[src/rtl/master_fsm_multi.sv]
// master_fsm_multi: bicycle-light mode sequencer.
// Steps through OFF/ON/OFF/FLASH0/OFF/FLASH1/... in both directions.
// Drives the output mux select and per-channel speed-shift pulses.
// Tracks a saturating speed level for each flash channel.
// An optional idle timeout forces the light back to OFF.
module master_fsm_multi #(
   parameter  int NUM_FLASH  = 2,
   parameter  int SPEED_W    = 3,
   parameter  int SPEED_INIT = 3,
   parameter  int TIMEOUT    = 0,
   parameter  int TO_W       = 24,
   localparam int NS         = 2 * (NUM_FLASH + 1),
   localparam int SW         = $clog2(NS),
   localparam int SEL_W      = $clog2(NUM_FLASH + 2)
) (
   input  logic                          clk,
   input  logic                          reset,
   input  logic                          next,
   input  logic                          prev,
   input  logic                          up_button,
   input  logic                          down_button,
   output logic [SW-1:0]                 state,
   output logic [SEL_W-1:0]              out,
   output logic [NUM_FLASH-1:0]          shift_right,
   output logic [NUM_FLASH-1:0]          shift_left,
   output logic [NUM_FLASH*SPEED_W-1:0]  speed_level,
   output logic                          timed_out
);

   // The state register is a plain index; the mode class is decoded from it.
   typedef enum logic [1:0] {
      M_OFF,
      M_ON,
      M_FLASH,
      M_ILLEGAL
   } mode_t;

   mode_t           mode;
   logic [SW-1:0]   flash_k;
   logic [TO_W-1:0] to_cnt;
   logic            any_btn;
   logic            fire;

   // Decode the mode class, active flash channel, mux select and timeout condition.
   always_comb begin
      mode    = M_OFF;
      flash_k = '0;
      out     = '0;
      any_btn = next | prev | up_button | down_button;
      // The widened compare stays correct when NS is an exact power of two.
      if ({1'b0, state} >= (SW + 1)'(NS)) begin
         mode = M_ILLEGAL;
      end else if (!state[0]) begin
         mode = M_OFF;
      end else if (state == SW'(1)) begin
         mode = M_ON;
         out  = SEL_W'(1);
      end else begin
         mode    = M_FLASH;
         flash_k = (state - SW'(3)) >> 1;
         out     = SEL_W'(({1'b0, state} + 1'b1) >> 1);
      end
      fire = (TIMEOUT > 0) && (mode == M_ON || mode == M_FLASH) && !any_btn &&
             (to_cnt == TO_W'(TIMEOUT - 1));
   end

   // Generate speed-shift pulses for the active flash channel only, stopping at saturation.
   always_comb begin
      shift_right = '0;
      shift_left  = '0;
      if (mode == M_FLASH) begin
         for (int unsigned k = 0; k < NUM_FLASH; k++) begin
            if (SW'(k) == flash_k) begin
               shift_right[k] = up_button & ~down_button &
                                (speed_level[k*SPEED_W +: SPEED_W] != '1);
               shift_left[k]  = down_button & ~up_button &
                                (speed_level[k*SPEED_W +: SPEED_W] != '0);
            end
         end
      end
   end

   // Mode navigation, idle timer and auto-off pulse.
   always_ff @(posedge clk or posedge reset) begin
      if (reset) begin
         state     <= '0;
         to_cnt    <= '0;
         timed_out <= 1'b0;
      end else begin
         timed_out <= 1'b0;
         if (mode == M_ILLEGAL) begin
            state <= '0;
         end else if (fire) begin
            state     <= '0;
            timed_out <= 1'b1;
         end else if (next & ~prev) begin
            state <= (state == SW'(NS - 1)) ? '0 : state + 1'b1;
         end else if (prev & ~next) begin
            state <= (state == '0) ? SW'(NS - 1) : state - 1'b1;
         end

         if (TIMEOUT == 0 || mode == M_OFF || mode == M_ILLEGAL || any_btn || fire) begin
            to_cnt <= '0;
         end else begin
            to_cnt <= to_cnt + 1'b1;
         end
      end
   end

   // Per-channel speed levels; they persist across mode changes.
   always_ff @(posedge clk or posedge reset) begin
      if (reset) begin
         speed_level <= {NUM_FLASH{SPEED_W'(SPEED_INIT)}};
      end else begin
         for (int unsigned k = 0; k < NUM_FLASH; k++) begin
            if (shift_right[k]) begin
               speed_level[k*SPEED_W +: SPEED_W] <= speed_level[k*SPEED_W +: SPEED_W] + 1'b1;
            end else if (shift_left[k]) begin
               speed_level[k*SPEED_W +: SPEED_W] <= speed_level[k*SPEED_W +: SPEED_W] - 1'b1;
            end
         end
      end
   end

endmodule
[config.mk]
export PLATFORM = sky130hd
export DESIGN_NAME = master_fsm_multi
export DESIGN_NICKNAME = d
export VERILOG_FILES = /design/src/rtl/master_fsm_multi.sv
export SDC_FILE = /design/constraint.sdc
export NUM_CORES = 1
export LEC_CHECK = 0
export CAP_MARGIN = 0
export CORE_MARGIN = 4
export CORE_UTILIZATION = 49
export DETAILED_ROUTE_END_ITERATION = 8
export PLACE_DENSITY = 0.84
export SLEW_MARGIN = 30
export SYNTH_ARGS = -nofsm -noshare
export SYNTH_HDL_FRONTEND = slang
export SYNTH_SLANG_ARGS = --single-unit
[constraint.sdc]
create_clock -name clk -period 3.36 [get_ports clk]
set_input_delay 0.672 -clock clk [delete_from_list [all_inputs] [get_ports clk]]
set_output_delay 0.672 -clock clk [all_outputs]
set_load 0.1 [all_outputs]
# ---- Word level (Yosys, flattened, before mapping)
# Cells that the tools add are included.
dict set report op_classes {
  addsub 8
  n_lt_le_gt_ge 1
  eq_ne 7
  n_mux 24
  bitwise_logic 12
  reduce_logical 7
}
# cell n
set op_table {}
lappend op_table {{$mux W3} 10}
lappend op_table {{$mux W2} 10}
lappend op_table {{$add A3 B1 Y3 const B} 4}
lappend op_table {{$reduce_bool A3 Y1} 3}
lappend op_table {{$sub A3 B1 Y3 const B} 3}
lappend op_table {{$and A1 B1 Y1} 8}
lappend op_table {{$logic_not A3 Y1} 2}
lappend op_table {{$ne A3 B3 Y1 const B} 2}
lappend op_table {{$eq A2 B2 Y1 const B} 2}
lappend op_table {{$mux W1} 4}
lappend op_table {{$not A1 Y1} 4}
lappend op_table {{$reduce_bool A2 Y1} 2}
lappend op_table {{$eq A1 B3 Y1 const A} 1}
lappend op_table {{$eq A3 B1 Y1 const B} 1}
lappend op_table {{$eq A3 B3 Y1 const B} 1}
lappend op_table {{$ge A3 B3 Y1 const B} 1}
lappend op_table {{$sub A3 B2 Y3 const B} 1}
dict set report totals {
  register_bits 9
  in_bits 6
  output_inout_bits 16
  word_cells 62
}

# ---- Logic depth before layout (Yosys ltp)
dict set report logic_depth {
  ltp_word 9
  mapped_depth 9
  ltp_nobuf 8
}

# ---- Worst setup path before layout
# Ideal clock, no wire load.
dict set report synth_path {
  path_type {register to output}
  from {reg state[1]}
  to {out out[1]}
  arrival_ps 3451
  t_required_ps 2688
  setup_slack_ps -763
  path_stages_with_launch 4
  path_buffers 1
  path_cell_list {dfrtp_1 buf_4 nand2_1 a21boi_0}
}
dict set report synth_via {
  elab_chain_len 4
  elab_cells_between_ends 6
  cone_classes {add/sub (1); order compare (1); eq/ne (1); mux (3)}
}
# element line_no
set synth_rtl {}
lappend synth_rtl {{start, declared} 22} ;# output logic [SW-1:0] state,
lappend synth_rtl {{start signal, assigned} 97} ;# state <= (state == SW'(NS - 1)) ? '0 : state + 1'b1;
lappend synth_rtl {{start signal, assigned} 99} ;# state <= (state == '0) ? SW'(NS - 1) : state - 1'b1;
lappend synth_rtl {{$add A3 B1 Y3 / $eq A3 B1 Y1 (equally long branches)} {61, 55}}
lappend synth_rtl {{$mux W2} 55} ;# end else if (state == SW'(1)) begin
lappend synth_rtl {{$mux W2} 53} ;# end else if (!state[0]) begin
lappend synth_rtl {{$mux W2 *} 51} ;# if ({1'b0, state} >= (SW + 1)'(NS)) begin
lappend synth_rtl {{end, declared} 23} ;# output logic [SEL_W-1:0] out,
# Mark *: on every way between the ends. The rest lies on a longest branch, timed or not.

# ---- Worst setup path in the final report
dict set report layout_path {
  from {in up_button}
  to {reg speed_level[5]}
}
dict set report layout_via {
  elab_chain_len 6
  elab_cells_between_ends 11
  cone_classes {mux (5); bitwise (5); reduce/logical (1)}
}
# element line_no
set layout_rtl {}
lappend layout_rtl {{start, declared} 20} ;# input logic up_button,
lappend layout_rtl {{$not A1 Y1} 76} ;# shift_left[k] = down_button & ~up_button &
lappend layout_rtl {{$and A1 B1 Y1 (2 in a row)} 76}
lappend layout_rtl {{$mux W1} 73} ;# if (SW'(k) == flash_k) begin
lappend layout_rtl {{$mux W2} 71} ;# if (mode == M_FLASH) begin
lappend layout_rtl {{$reduce_bool A2 Y1 (no line)} --}
lappend layout_rtl {{end signal, assigned} 113} ;# speed_level <= {NUM_FLASH{SPEED_W'(SPEED_INIT)}};
lappend layout_rtl {{end signal, assigned by index} 117} ;# speed_level[k*SPEED_W +: SPEED_W] <= speed_level[k*SPEED_W +: SPEED_W] + 1'b1;
lappend layout_rtl {{end signal, assigned by index} 119} ;# speed_level[k*SPEED_W +: SPEED_W] <= speed_level[k*SPEED_W +: SPEED_W] - 1'b1;
lappend layout_rtl {{end, declared} 26} ;# output logic [NUM_FLASH*SPEED_W-1:0] speed_level,
# Parallel ways exist; a longest one is shown, timed or not.
# A chain may end at the register's enable or synchronous reset.

==> flow_summary.html <==
<table>
<tr><th>Metric</th><th>Value</th></tr>
<tr><th colspan="2">Outcome</th></tr>
<tr><td>Result of the run</td><td>finished clean</td></tr>
<tr><th colspan="2">Placed design</th></tr>
<tr><td>Worst setup slack before clock tree synthesis</td><td>0.3283 ns</td></tr>
<tr><td>Half-perimeter wire length after placement</td><td>1.541 mm</td></tr>
<tr><td>Total of buffers placed on input and output ports</td><td>20</td></tr>
<tr><td>GPL Wtd Cong</td><td>0.8556</td></tr>
<tr><th colspan="2">Critical path</th></tr>
<tr><td>Data arrival, critical path</td><td>2.97 ns</td></tr>
<tr><td>Endpoint kind of the worst setup timing path</td><td>register</td></tr>
<tr><td>Setup slack, reg-to-reg</td><td>0.72 ns</td></tr>
<tr><td>Critical path peak fanout</td><td>6</td></tr>
<tr><td>CP Launch Type</td><td>input port</td></tr>
<tr><td>Capture instance of the worst register-to-register path</td><td>speed_level[5]</td></tr>
<tr><td>Critical setup path kind</td><td>input port to register</td></tr>
<tr><td>Worst R2R Start</td><td>state[0]</td></tr>
<tr><td>Required @ worst endpoint</td><td>3.56 ns</td></tr>
<tr><td>Depth of the most critical reg-to-reg path</td><td>7</td></tr>
<tr><th colspan="2">Die</th></tr>
<tr><td>Die extent in x</td><td>51.94 um</td></tr>
<tr><td>Total die area</td><td>2697 sq um</td></tr>
<tr><td>I/O pin count</td><td>22</td></tr>
<tr><td>Initial Util</td><td>53.05%</td></tr>
<tr><td>Die Span Y</td><td>51.94 um</td></tr>
<tr><td>Core region area</td><td>1783 sq um</td></tr>
<tr><td>Number of core rows</td><td>15</td></tr>
<tr><th colspan="2">Synth</th></tr>
<tr><td>Ys flop type</td><td>dfrtp_1</td></tr>
<tr><td>Post-synthesis instance area</td><td>945.9 sq um</td></tr>
<tr><td>Cell accounting for the most synthesized area</td><td>dfrtp_1</td></tr>
<tr><td>Share of synthesized area occupied by flip-flops and latches</td><td>24.34%</td></tr>
<tr><td>Cell types with the highest counts after synthesis</td><td>nor2_1, nand2_1, a21oi_1, nor3_1</td></tr>
<tr><td>Number of synthesized register bits</td><td>9</td></tr>
<tr><td>Cell types with the largest area share after synthesis</td><td>dfrtp_1, dfstp_2, fa_1</td></tr>
<tr><td>Async set-or-reset flop fraction in the synthesized netlist</td><td>100.0%</td></tr>
<tr><td>Most instantiated library cell after synthesis</td><td>nor2_1</td></tr>
<tr><td>Area share of the largest cell type after synthesis</td><td>13.23%</td></tr>
<tr><td>Count of flip-flops with a built-in enable after synthesis</td><td>0</td></tr>
<tr><td>Number of different library cells in the post-synthesis netlist</td><td>51</td></tr>
<tr><td>Synth Area per Inst</td><td>7.949 sq um</td></tr>
<tr><td>Yosys Warn Count</td><td>0</td></tr>
<tr><td>Gate count after technology mapping</td><td>119</td></tr>
<tr><td>Synthesized Nets</td><td>128</td></tr>
<tr><th colspan="2">CTS</th></tr>
<tr><td>Cts repair resizes</td><td>0</td></tr>
<tr><td>Setup Fix Bufs, Post-CTS</td><td>0</td></tr>
<tr><td>Number of buffers created by CTS</td><td>3</td></tr>
<tr><td>CTS Root Buffer Type</td><td>clkbuf_4</td></tr>
<tr><td>Clk Latency, worst-skew pair</td><td>0.27 ns</td></tr>
<tr><td>CTS Hold Buffers Added</td><td>0</td></tr>
<tr><td>Clock transition at path regs</td><td>0.07 ns</td></tr>
<tr><td>Number of levels the H-tree was split into</td><td>1</td></tr>
<tr><td>Count of clock tree sinks</td><td>9</td></tr>
<tr><td>Clock Path Buffers</td><td>2</td></tr>
<tr><td>Clock tree from TritonCTS</td><td>built</td></tr>
<tr><th colspan="2">Min path</th></tr>
<tr><td>Hold-critical path depth</td><td>2</td></tr>
<tr><td>Min-Delay Startpoint</td><td>speed_level[1]</td></tr>
<tr><td>Type of the most critical hold path</td><td>register to register</td></tr>
<tr><td>Sink of the worst hold path</td><td>speed_level[1]</td></tr>
<tr><th colspan="2">STA</th></tr>
<tr><td>Setup TNS</td><td>0 ns</td></tr>
<tr><td>Final hold violation count</td><td>0</td></tr>
<tr><td>Worst hold margin</td><td>0.5700 ns</td></tr>
<tr><td>Least setup slack across all paths after layout</td><td>0.5891 ns</td></tr>
<tr><td>Fin crit period</td><td>2.771 ns</td></tr>
<tr><td>Setup skew after layout</td><td>0.006404 ns</td></tr>
<tr><td>Post-route fraction of the period consumed by the critical path</td><td>82.47%</td></tr>
<tr><td>Highest Clock Rate</td><td>360.9 MHz</td></tr>
<tr><td>Setup violators final</td><td>0</td></tr>
<tr><td>Final count of pins violating max slew</td><td>0</td></tr>
<tr><td>Unrepaired setup endpoints after global routing</td><td>no</td></tr>
<tr><th colspan="2">Power and ir drop</th></tr>
<tr><td>Peak supply drop</td><td>0.6507 mV</td></tr>
<tr><td>Power density over the cells</td><td>869.5 nW/um^2</td></tr>
<tr><td>Total power</td><td>1.019 mW</td></tr>
<tr><td>P_leak</td><td>0.4612 nW</td></tr>
<tr><th colspan="2">Route</th></tr>
<tr><td>Routed wire per std cell</td><td>13.67 um</td></tr>
<tr><td>Drt initial violations</td><td>26</td></tr>
<tr><td>DRT Wirelength</td><td>2.173 mm</td></tr>
<tr><td>Detail-routed via count per cell</td><td>5.987</td></tr>
<tr><td>Pre-antenna DRT Iters</td><td>4</td></tr>
<tr><td>Antenna Violating Nets Remaining</td><td>0</td></tr>
<tr><td>Residual DRC</td><td>0</td></tr>
<tr><td>Vias after detailed routing</td><td>952</td></tr>
<tr><th colspan="2">Cells and area</th></tr>
<tr><td>Number of antenna repair diodes</td><td>0</td></tr>
<tr><td>Share of cells above drive strength 1</td><td>24.63%</td></tr>
<tr><td>Fill cell count</td><td>141</td></tr>
<tr><td>Fin nets</td><td>144</td></tr>
<tr><td>Relative area change from synthesis to final layout</td><td>23.94%</td></tr>
<tr><th colspan="2">Run</th></tr>
<tr><td>Max Cap Viol</td><td>0</td></tr>
<tr><th colspan="2">Global route</th></tr>
<tr><td>Global-route congestion overflow total</td><td>0</td></tr>
<tr><td>All-layer global routing usage</td><td>18.03%</td></tr>
<tr><td>Wire length of the first global-routing pass</td><td>3.705 mm</td></tr>
<tr><td>Number of global-route vias before repair</td><td>839</td></tr>
<tr><td>Maximum number of pins on one net before global-route repair</td><td>15</td></tr>
<tr><td>Antenna violations before repair</td><td>0</td></tr>
</table>
-- registers in the layout, summed over array words and instances (netlist names) --
name	flops
state	3
speed_level	6
-- cells in the final DEF, fill, tap and decap left out, types with 2 or more instances in the layout --
| cell type | count |
|---|---|
| nand2_1 | 8 |
| dfrtp_1 | 5 |
| fa_1 | 2 |
| nand3b_1 | 2 |
| a211oi_1 | 2 |
| buf_4 | 14 |
| nor3_2 | 2 |
| clkdlybuf4s50_1 | 5 |
| a21oi_1 | 7 |
| inv_1 | 4 |
| o31ai_1 | 2 |
| dfstp_2 | 4 |
| nor3_1 | 5 |
| clkbuf_4 | 3 |
| nor2b_1 | 4 |
| nor3b_1 | 3 |
| nand2b_1 | 2 |
| o21ai_0 | 5 |
| a32oi_1 | 2 |
| mux2i_1 | 2 |
| or3_1 | 2 |
| or2b_1 | 2 |
| nor2_1 | 10 |
| buf_12 | 4 |
| nand3_1 | 4 |
| o22ai_1 | 3 |
-- worst max-delay path, cell delays in order --
cell	delay (ns)
clkdlybuf4s50_1	0.47
nor2b_1	0.17
nand2_1	0.11
a31o_2	0.25
fa_1	0.52
o21ai_0	0.19
or4b_1	0.44
a21oi_1	0.15
-- worst max path at each step --
stage,from,end,slack (ns),cells past startpoint
finish,up_button,speed_level[5],0.59,8
floorplan,state[1],out[1],-0.03,3
global route,up_button,speed_level[5],0.47,8
global placement,up_button,speed_level[5],0.38,8
detailed placement,up_button,speed_level[5],0.33,8
CTS,up_button,speed_level[5],0.60,8
-- per-stage QoR --
stage,util [%],std cells,instance area [sq um]
after global routing,65.75,159,1172
after detailed placement,64.28,155,1146
final,65.75,159,1172
after floorplan,-,119,955.9
after global placement,64.28,155,1146
after CTS,65.75,159,1172
-- kinds of logic after synthesis --
family / synth area share, %
other: 0.3964
buffers and inverters: 9.654
AO/OA/AOI/OAI: 23.94
XOR/XNOR: 0.9261
adder cells (fa/ha/maj): 5.556
AND/OR/NAND/NOR: 31.88
multiplexers: 3.307
flip-flops: 24.34
-- final cells by class --
type	instances	area [sq um]	share of cell area, %
multi-input combinational	94	634.4	54.11
sequential	9	230.2	19.64
timing repair buffer	23	235.2	20.06
inverter	4	15.01	1.281
clock buffer	4	26.28	2.241
tap	25	31.28	2.668
-- where the power goes --
group | total, mW | leakage, nW | internal (mW) | switching (mW)
clock network | 0.0886 | 0.0150 | 0.0460 | 0.0426
registers | 0.240 | 0.106 | 0.150 | 0.0903
logic | 0.691 | 0.340 | 0.192 | 0.499
total | 1.02 | 0.461 | 0.388 | 0.632
-- metal layers --
layer / wire (um) / global-route usage [%] / vias up
met5: 0 / 0 / -
met4: 17 / 3.930 / 0
met3: 164 / 5.731 / 2
li1: - / - / 463
met2: 1087 / 29.50 / 35
met1: 903 / 22.97 / 452
Power figures use the tool's default switching activity.
